===== src/rtl/exec_ctrl_unit.sv =====
// exec_ctrl_unit: 4-state instruction sequencer with IR decode, ALU and 16x4 data memory
module exec_ctrl_unit #(
    parameter int DATA_W  = 4,
    parameter int MADDR_W = 4,
    parameter int RADDR_W = 3
) (
    input  logic               clk,
    input  logic               rst,
    input  logic [11:0]        IR,
    input  logic               isexternal,
    input  logic [DATA_W-1:0]  RF_d1,
    input  logic [DATA_W-1:0]  RF_d2,
    output logic               PC_enable,
    output logic [RADDR_W-1:0] RF_ad1,
    output logic [RADDR_W-1:0] RF_ad2,
    output logic [RADDR_W-1:0] RF_wa,
    output logic               RF_we,
    output logic               Mux_select,
    output logic [DATA_W-1:0]  ALU_out,
    output logic [DATA_W-1:0]  M_rd
);
    typedef enum logic [1:0] {WAIT1, WAIT2, EXEC, FETCH} state_t;

    state_t            r_state;
    logic              r_pc_en;
    logic              r_rf_we;
    logic              r_mem_we;
    logic              r_mem_re;
    logic [DATA_W-1:0] r_mem [2**MADDR_W];

    logic [2:0]         w_op;
    logic [MADDR_W-1:0] w_maddr;
    logic               w_is_mem;

    assign w_op     = IR[11:9];
    assign w_maddr  = IR[MADDR_W-1:0];
    assign w_is_mem = (w_op == 3'b000) || (w_op == 3'b001);

    assign RF_ad1     = w_is_mem ? IR[8:6] : IR[5:3];
    assign RF_ad2     = w_is_mem ? '0 : IR[2:0];
    assign RF_wa      = IR[8:6];
    assign Mux_select = (w_op == 3'b001);
    assign PC_enable  = r_pc_en;
    assign RF_we      = r_rf_we;
    assign M_rd       = r_mem_re ? r_mem[w_maddr] : '0;

    // Sequencer: enables are computed one edge ahead so they are registered for the state they belong to
    always_ff @(posedge clk or posedge rst) begin
        if (rst) begin
            r_state  <= WAIT1;
            r_pc_en  <= 1'b0;
            r_rf_we  <= 1'b0;
            r_mem_we <= 1'b0;
            r_mem_re <= 1'b0;
        end else begin
            r_state  <= state_t'(r_state + 2'd1);
            r_rf_we  <= (r_state == WAIT2) && (w_op != 3'b000);
            r_mem_we <= (r_state == WAIT2) && (w_op == 3'b000);
            r_mem_re <= (r_state == WAIT2) && (w_op == 3'b001);
            r_pc_en  <= (r_state == EXEC) && !isexternal;
        end
    end

    // Data memory: cleared on reset, written at the end of a STORE's EXEC cycle
    always_ff @(posedge clk or posedge rst) begin
        if (rst) begin
            for (int i = 0; i < 2**MADDR_W; i++) r_mem[i] <= '0;
        end else if (r_mem_we) begin
            r_mem[w_maddr] <= RF_d1;
        end
    end

    // ALU: wraps modulo 2**DATA_W; LOAD/STORE pass A through
    always_comb begin
        ALU_out = RF_d1;
        case (w_op)
            3'b010:  ALU_out = RF_d1 + RF_d2;
            3'b011:  ALU_out = RF_d1 - RF_d2;
            3'b100:  ALU_out = RF_d1 & RF_d2;
            3'b101:  ALU_out = RF_d1 | RF_d2;
            3'b110:  ALU_out = RF_d1 ^ RF_d2;
            3'b111:  ALU_out = ~RF_d1;
            default: ALU_out = RF_d1;
        endcase
    end
endmodule


===== config.mk =====
export PLATFORM = sky130hd
export DESIGN_NAME = exec_ctrl_unit
export DESIGN_NICKNAME = d
export VERILOG_FILES = /design/src/rtl/exec_ctrl_unit.sv
export SDC_FILE = /design/constraint.sdc
export NUM_CORES = 1
export LEC_CHECK = 0
export BUFFER_PORTS_ARGS = -buffer_cell sky130_fd_sc_hd__buf_4
export CORE_ASPECT_RATIO = 0.7
export CORE_MARGIN = 2
export CORE_UTILIZATION = 58
export CTS_CLUSTER_DIAMETER = 100
export DETAILED_ROUTE_END_ITERATION = 10
export PLACE_DENSITY = 0.79
export SYNTH_ARGS = -nofsm -noshare
export SYNTH_HDL_FRONTEND = slang
export SYNTH_SLANG_ARGS = --single-unit

===== constraint.sdc =====
create_clock -name clk -period 2.35 [get_ports clk]
set_clock_uncertainty 0.1 [all_clocks]
set_input_delay 0.1175 -clock clk [delete_from_list [all_inputs] [get_ports clk]]
set_output_delay 0.1175 -clock clk [all_outputs]
set_load 0.005 [all_outputs]

# Yosys cells after proc, flatten, opt, wreduce, memory -nomap -nowiden
# Index checks and enable logic that the tools add are counted.
# W data, S select, Z words.
[op_classes] addsub=3 order_cmp=2 n_eq_ne=9 n_mux=10 bitwise=5 n_reduce_logical=9
[op_table] cell="$bwmux W64" count=1
[op_table] cell="$pmux W4 S6" count=1
[op_table] cell="$bmux W4 S4" count=1
[op_table] cell="$demux W4 S4" count=1
[op_table] cell="$mux W4" count=4
[op_table] cell="$eq A3 B3 Y1 const B" count=4
[op_table] cell="$eq A3 B2 Y1 const B" count=2
[op_table] cell="$mux W3" count=2
[op_table] cell="$ge A5 B5 Y1 const B" count=1
[op_table] cell="$logic_and A1 B1 Y1" count=5
[op_table] cell="$lt A5 B1 Y1 const B" count=1
[op_table] cell="$not A4 Y5" count=1
[op_table] cell="$add A4 B4 Y4" count=1
[op_table] cell="$and A4 B4 Y4" count=1
[op_table] cell="$not A4 Y4" count=1
[op_table] cell="$or A4 B4 Y4" count=1
[op_table] cell="$sub A4 B4 Y4" count=1
[op_table] cell="$xor A4 B4 Y4" count=1
[op_table] cell="$eq A3 B1 Y1 const B" count=1
[op_table] cell="$logic_not A3 Y1" count=1
[op_table] cell="$reduce_bool A3 Y1" count=1
[op_table] cell="$add A2 B1 Y2 const B" count=1
[op_table] cell="$eq A2 B1 Y1 const B" count=1
[op_table] cell="$eq A2 B2 Y1 const B" count=1
[op_table] cell="2 further kinds" count=2
[totals] regBits=70 output_inout_bits=20 word_cells=59

# Depth between registers and ports, before layout
[logic_depth] word_depth=6 ltp_mapped=10

# Worst setup path after synthesis
# No wires, ideal clock.
[synth_path] path_type="in2out" start="input IR[9]" end="output ALU_out[2]" arrival_time_ns=1.687 required_ns=2.132 slack_ns=0.446 stages=6 path_buffers=1 cell_sequence="clkbuf_1 > nand3b_1 > a21o_1 > fa_1 > xnor2_1 > mux4_2"
[synth_between] elab_chain_cells=2 word_cells_on_any_way=7 classes_between="6 x eq/ne; 1 x mux"
[synth_rtl] element="start: declaration" line="9" source="input logic [11:0] IR,"
[synth_rtl] element="$eq A3 B3 Y1 or $eq A3 B2 Y1 (tied branches)" line="76" source="case (w_op)"
[synth_rtl] element="$pmux W4 S6 (*)" line="76"
[synth_rtl] element="end: declaration" line="19" source="output logic [DATA_W-1:0] ALU_out,"
# Mark *: on every way between the ends. The rest lies on a longest branch, timed or not.

# Final worst setup path
[layout_path] start="input RF_d2[1]" end="output ALU_out[2]"
[layout_between] elab_chain_cells=2 word_cells_on_any_way=3 classes_between="2 x add/sub; 1 x mux"
[layout_rtl] element="start: declaration" line="12" source="input logic [DATA_W-1:0] RF_d2,"
[layout_rtl] element="$sub A4 B4 Y4 or $add A4 B4 Y4 (tied branches)" line="78, 77"
[layout_rtl] element="$pmux W4 S6 (*)" line="76"
# Marks and branches as above.

==> flow_summary.toml <==
[drt]
post-route-drc-count = 0
vias_per_cell = 5.90
wl_um = 8510
firstDrtPassIters = 4
vias = 2602
wl_per_cell_um = 19.3
ant_nets = 0
drt-initial-drc-count = 201

[layout]
num_antenna_cells = 0
final_net_count = 396
fillers = 473
mostFrequentLayoutCells = "dfrtp_1 (70), buf_4 (45), mux2_2 (40)"
final_cells = 441
design_area_um2 = 4350
syn_to_final_growth_pct = 15.8
final_util_pct = 69.6
final_common_cell = "dfrtp_1"
drive_gt1_share_pct = 34.4

[logic_synthesis]
synth.yosys.warnings = 0
syn-num-nets = 353
synthDistinctLibCells = 36
synth-seq-cells = 70
synth.top_cell.area_share_pct = 46.7
syn_inst = 315
synth_top_flop_cell = "dfrtp_1"
synthArstFlopShare_pct = 100
synth_top_cell_by_area = "dfrtp_1"
synth.area.top_cells = "dfrtp_1 (47%), mux2_2 (12%), mux4_2 (11%), ha_1 (4.7%), o21ai_0 (4.3%)"
syn_area_um2 = 3750
seq_area_frac_synth_pct = 46.7
synth_enable_flop_cells = 0
syn_area_per_cell_um2 = 11.9

[worst_setup_path]
r2r-end = "r_mem[2]"
crit_path_frequent_cell = "buf_4"
cp-end-kind = "output pin"
r2r_cells = 3
cp-endpoint = "ALU_out[2]"
crit_buf_inv = 3
start_kind = "input pin"
critPathSlowestCell = "mux4_2"
cp.arrival_ps = 1930
r2r_start = "r_mem_we"
crit_path_max_fanout = 4
criticalPathCategory = "in2out"
cp_top_family = "adder cells"
worstPathRequired_ps = 2130
slowest_delay_ps = 460
reg2reg_slack_ps = 740
crit_chain = "buf_4 > inv_1 > ha_1 > a21o_1 > fa_1 > xnor2_1 > mux4_2 > buf_4"
crit_cells = 8
crit_path_start = "RF_d2[1]"

[die]
dieArea_um2 = 7140
pin_count = 43
num_rows = 24
dieHeight_um = 71.3
die_x_um = 100
coreArea_um2 = 6250
initial_core_util_pct = 60.1

[timing]
clock.fmax_mhz = 466
slew_violations = 0
rsz0062_at_grt = "false"
post-route-period-util_pct = 91.2
setup_tns_ps = 0
slew_headroom_pct = 70.4
layout_setup_ws_ps = 206
setup_viol = 0
tightest_slew_ps = 443
holdWs_ps = 22.1
period_needed_ps = 2140
hold_viol_final = 0

[hold_path]
hp-class = "in2reg"
min-delay-start = "IR[9]"
worstHoldPathCells = 2

[clocking]
postCtsSetupBuffers = 0
cts_root_buffer = "clkbuf_8"
cts_buffers = 9
cts_max_level = 3
clk_pin_slew_ps = 70
worstSkewPairLatency_ps = 340
cts_buffer_depth = 2
cts_sinks = 70
cts_tree = "built"

[grt]
gr-total-overflow = 0
antenna_found_initial = 0
grt_pass1_wl_um = 13800
grt_pass1_vias = 2626
grt_max_degree = 71
grt_usage_pct = 26.1

[placement]
placed_cells = 423
hpwlAfterDp_um = 6000
place_ws_ps = 198
dpl_cell_area_um2 = 4120
gp_congestion = 0.858
port_buffers = 42

[job]
cap_violations = 0

[pwr]
powerDensity_nw_per_um2 = 597
leakage_nw = 2.08
ir_worst_vdd_mv = 0.375
power_mw = 2.59

[outcome]
outcome = "completed"
==> flip-flops by register name, indices dropped and copies added (netlist names) <==
signal / flops
r_mem_we: 1
PC_enable: 1
r_mem_re: 1
r_state: 2
r_mem: 64
RF_we: 1
==> final cells by class <==
| type | count | area (um^2) | share of cell area [%] |
|---|---|---|---|
| Multi-Input combinational cell | 212 | 1850 | 42.7 |
| Sequential cell | 70 | 1750 | 40.3 |
| Timing Repair Buffer | 48 | 378 | 8.69 |
| Clock buffer | 13 | 159 | 3.66 |
| Tap cell | 78 | 97.6 | 2.25 |
| Inverter | 17 | 63.8 | 1.47 |
| Clock inverter | 3 | 42.5 | 0.979 |
==> kinds of logic after synthesis <==
family / count (synthesis) / share of synthesized area (%)
compound gates: 51 / 7.83
flops: 70 / 46.7
xor+xnor: 3 / 0.700
mux: 67 / 25.2
fa+ha+maj: 15 / 5.20
buf+inv: 33 / 4.00
simple gates: 76 / 10.4
==> worst register-to-register path: stages, from the launching register on <==
cell and delay (ps):
dfrtp_1 450, nand3_2 160, nor2_1 390, mux2_2 390
==> how the worst min path moves through the flow <==
| stage | slack, ps | end |
|---|---|---|
| 6_report | 20 | r_mem_re |
| 5_1_grt | 40 | r_mem_re |
| 4_1_cts | 10 | r_mem_re |
| 3_5_place_dp | 130 | r_mem[59] |
| 3_3_place_gp | 130 | r_mem[59] |
| 2_1_floorplan | 80 | PC_enable |
==> where the power goes <==
| group | switching, mW | internal [mW] | leakage [nW] |
|---|---|---|---|
| Clock | 0.437 | 0.547 | 0.0996 |
| Sequential | 0.0210 | 1.24 | 0.963 |
| Combinational | 0.178 | 0.167 | 1.01 |
| Total | 0.636 | 1.96 | 2.08 |
==> per-layer routing <==
metal  vias to the layer above  wire (um)  global-route usage, %
li1                       1207          -                      -
met1                      1298       3860                   37.7
met2                        81       3860                   39.4
met3                        16        661                   6.93
met4                         0        119                   7.61
met5                         -          0                      0
==> Yosys cell counts (all sizes together) (5+ instances only) <==
cell type and instances:
ha 14, mux2 40, nor2 14, buf 9, mux2i 9, o22ai 5
o21ai 32, nand2 33, dfrtp 70, clkbuf 7, inv 16, nand3b 5
mux4 18, nand2b 9, nor2b 7
==> timing repair <==
item | 4_1_cts | 5_1_grt
hold buffers | 2 | 0
gates resized for setup | 0 | 1
hold endpoints to repair | 71 | 0
setup endpoints to repair | 0 | 1
(Power assumes the default switching activity.)
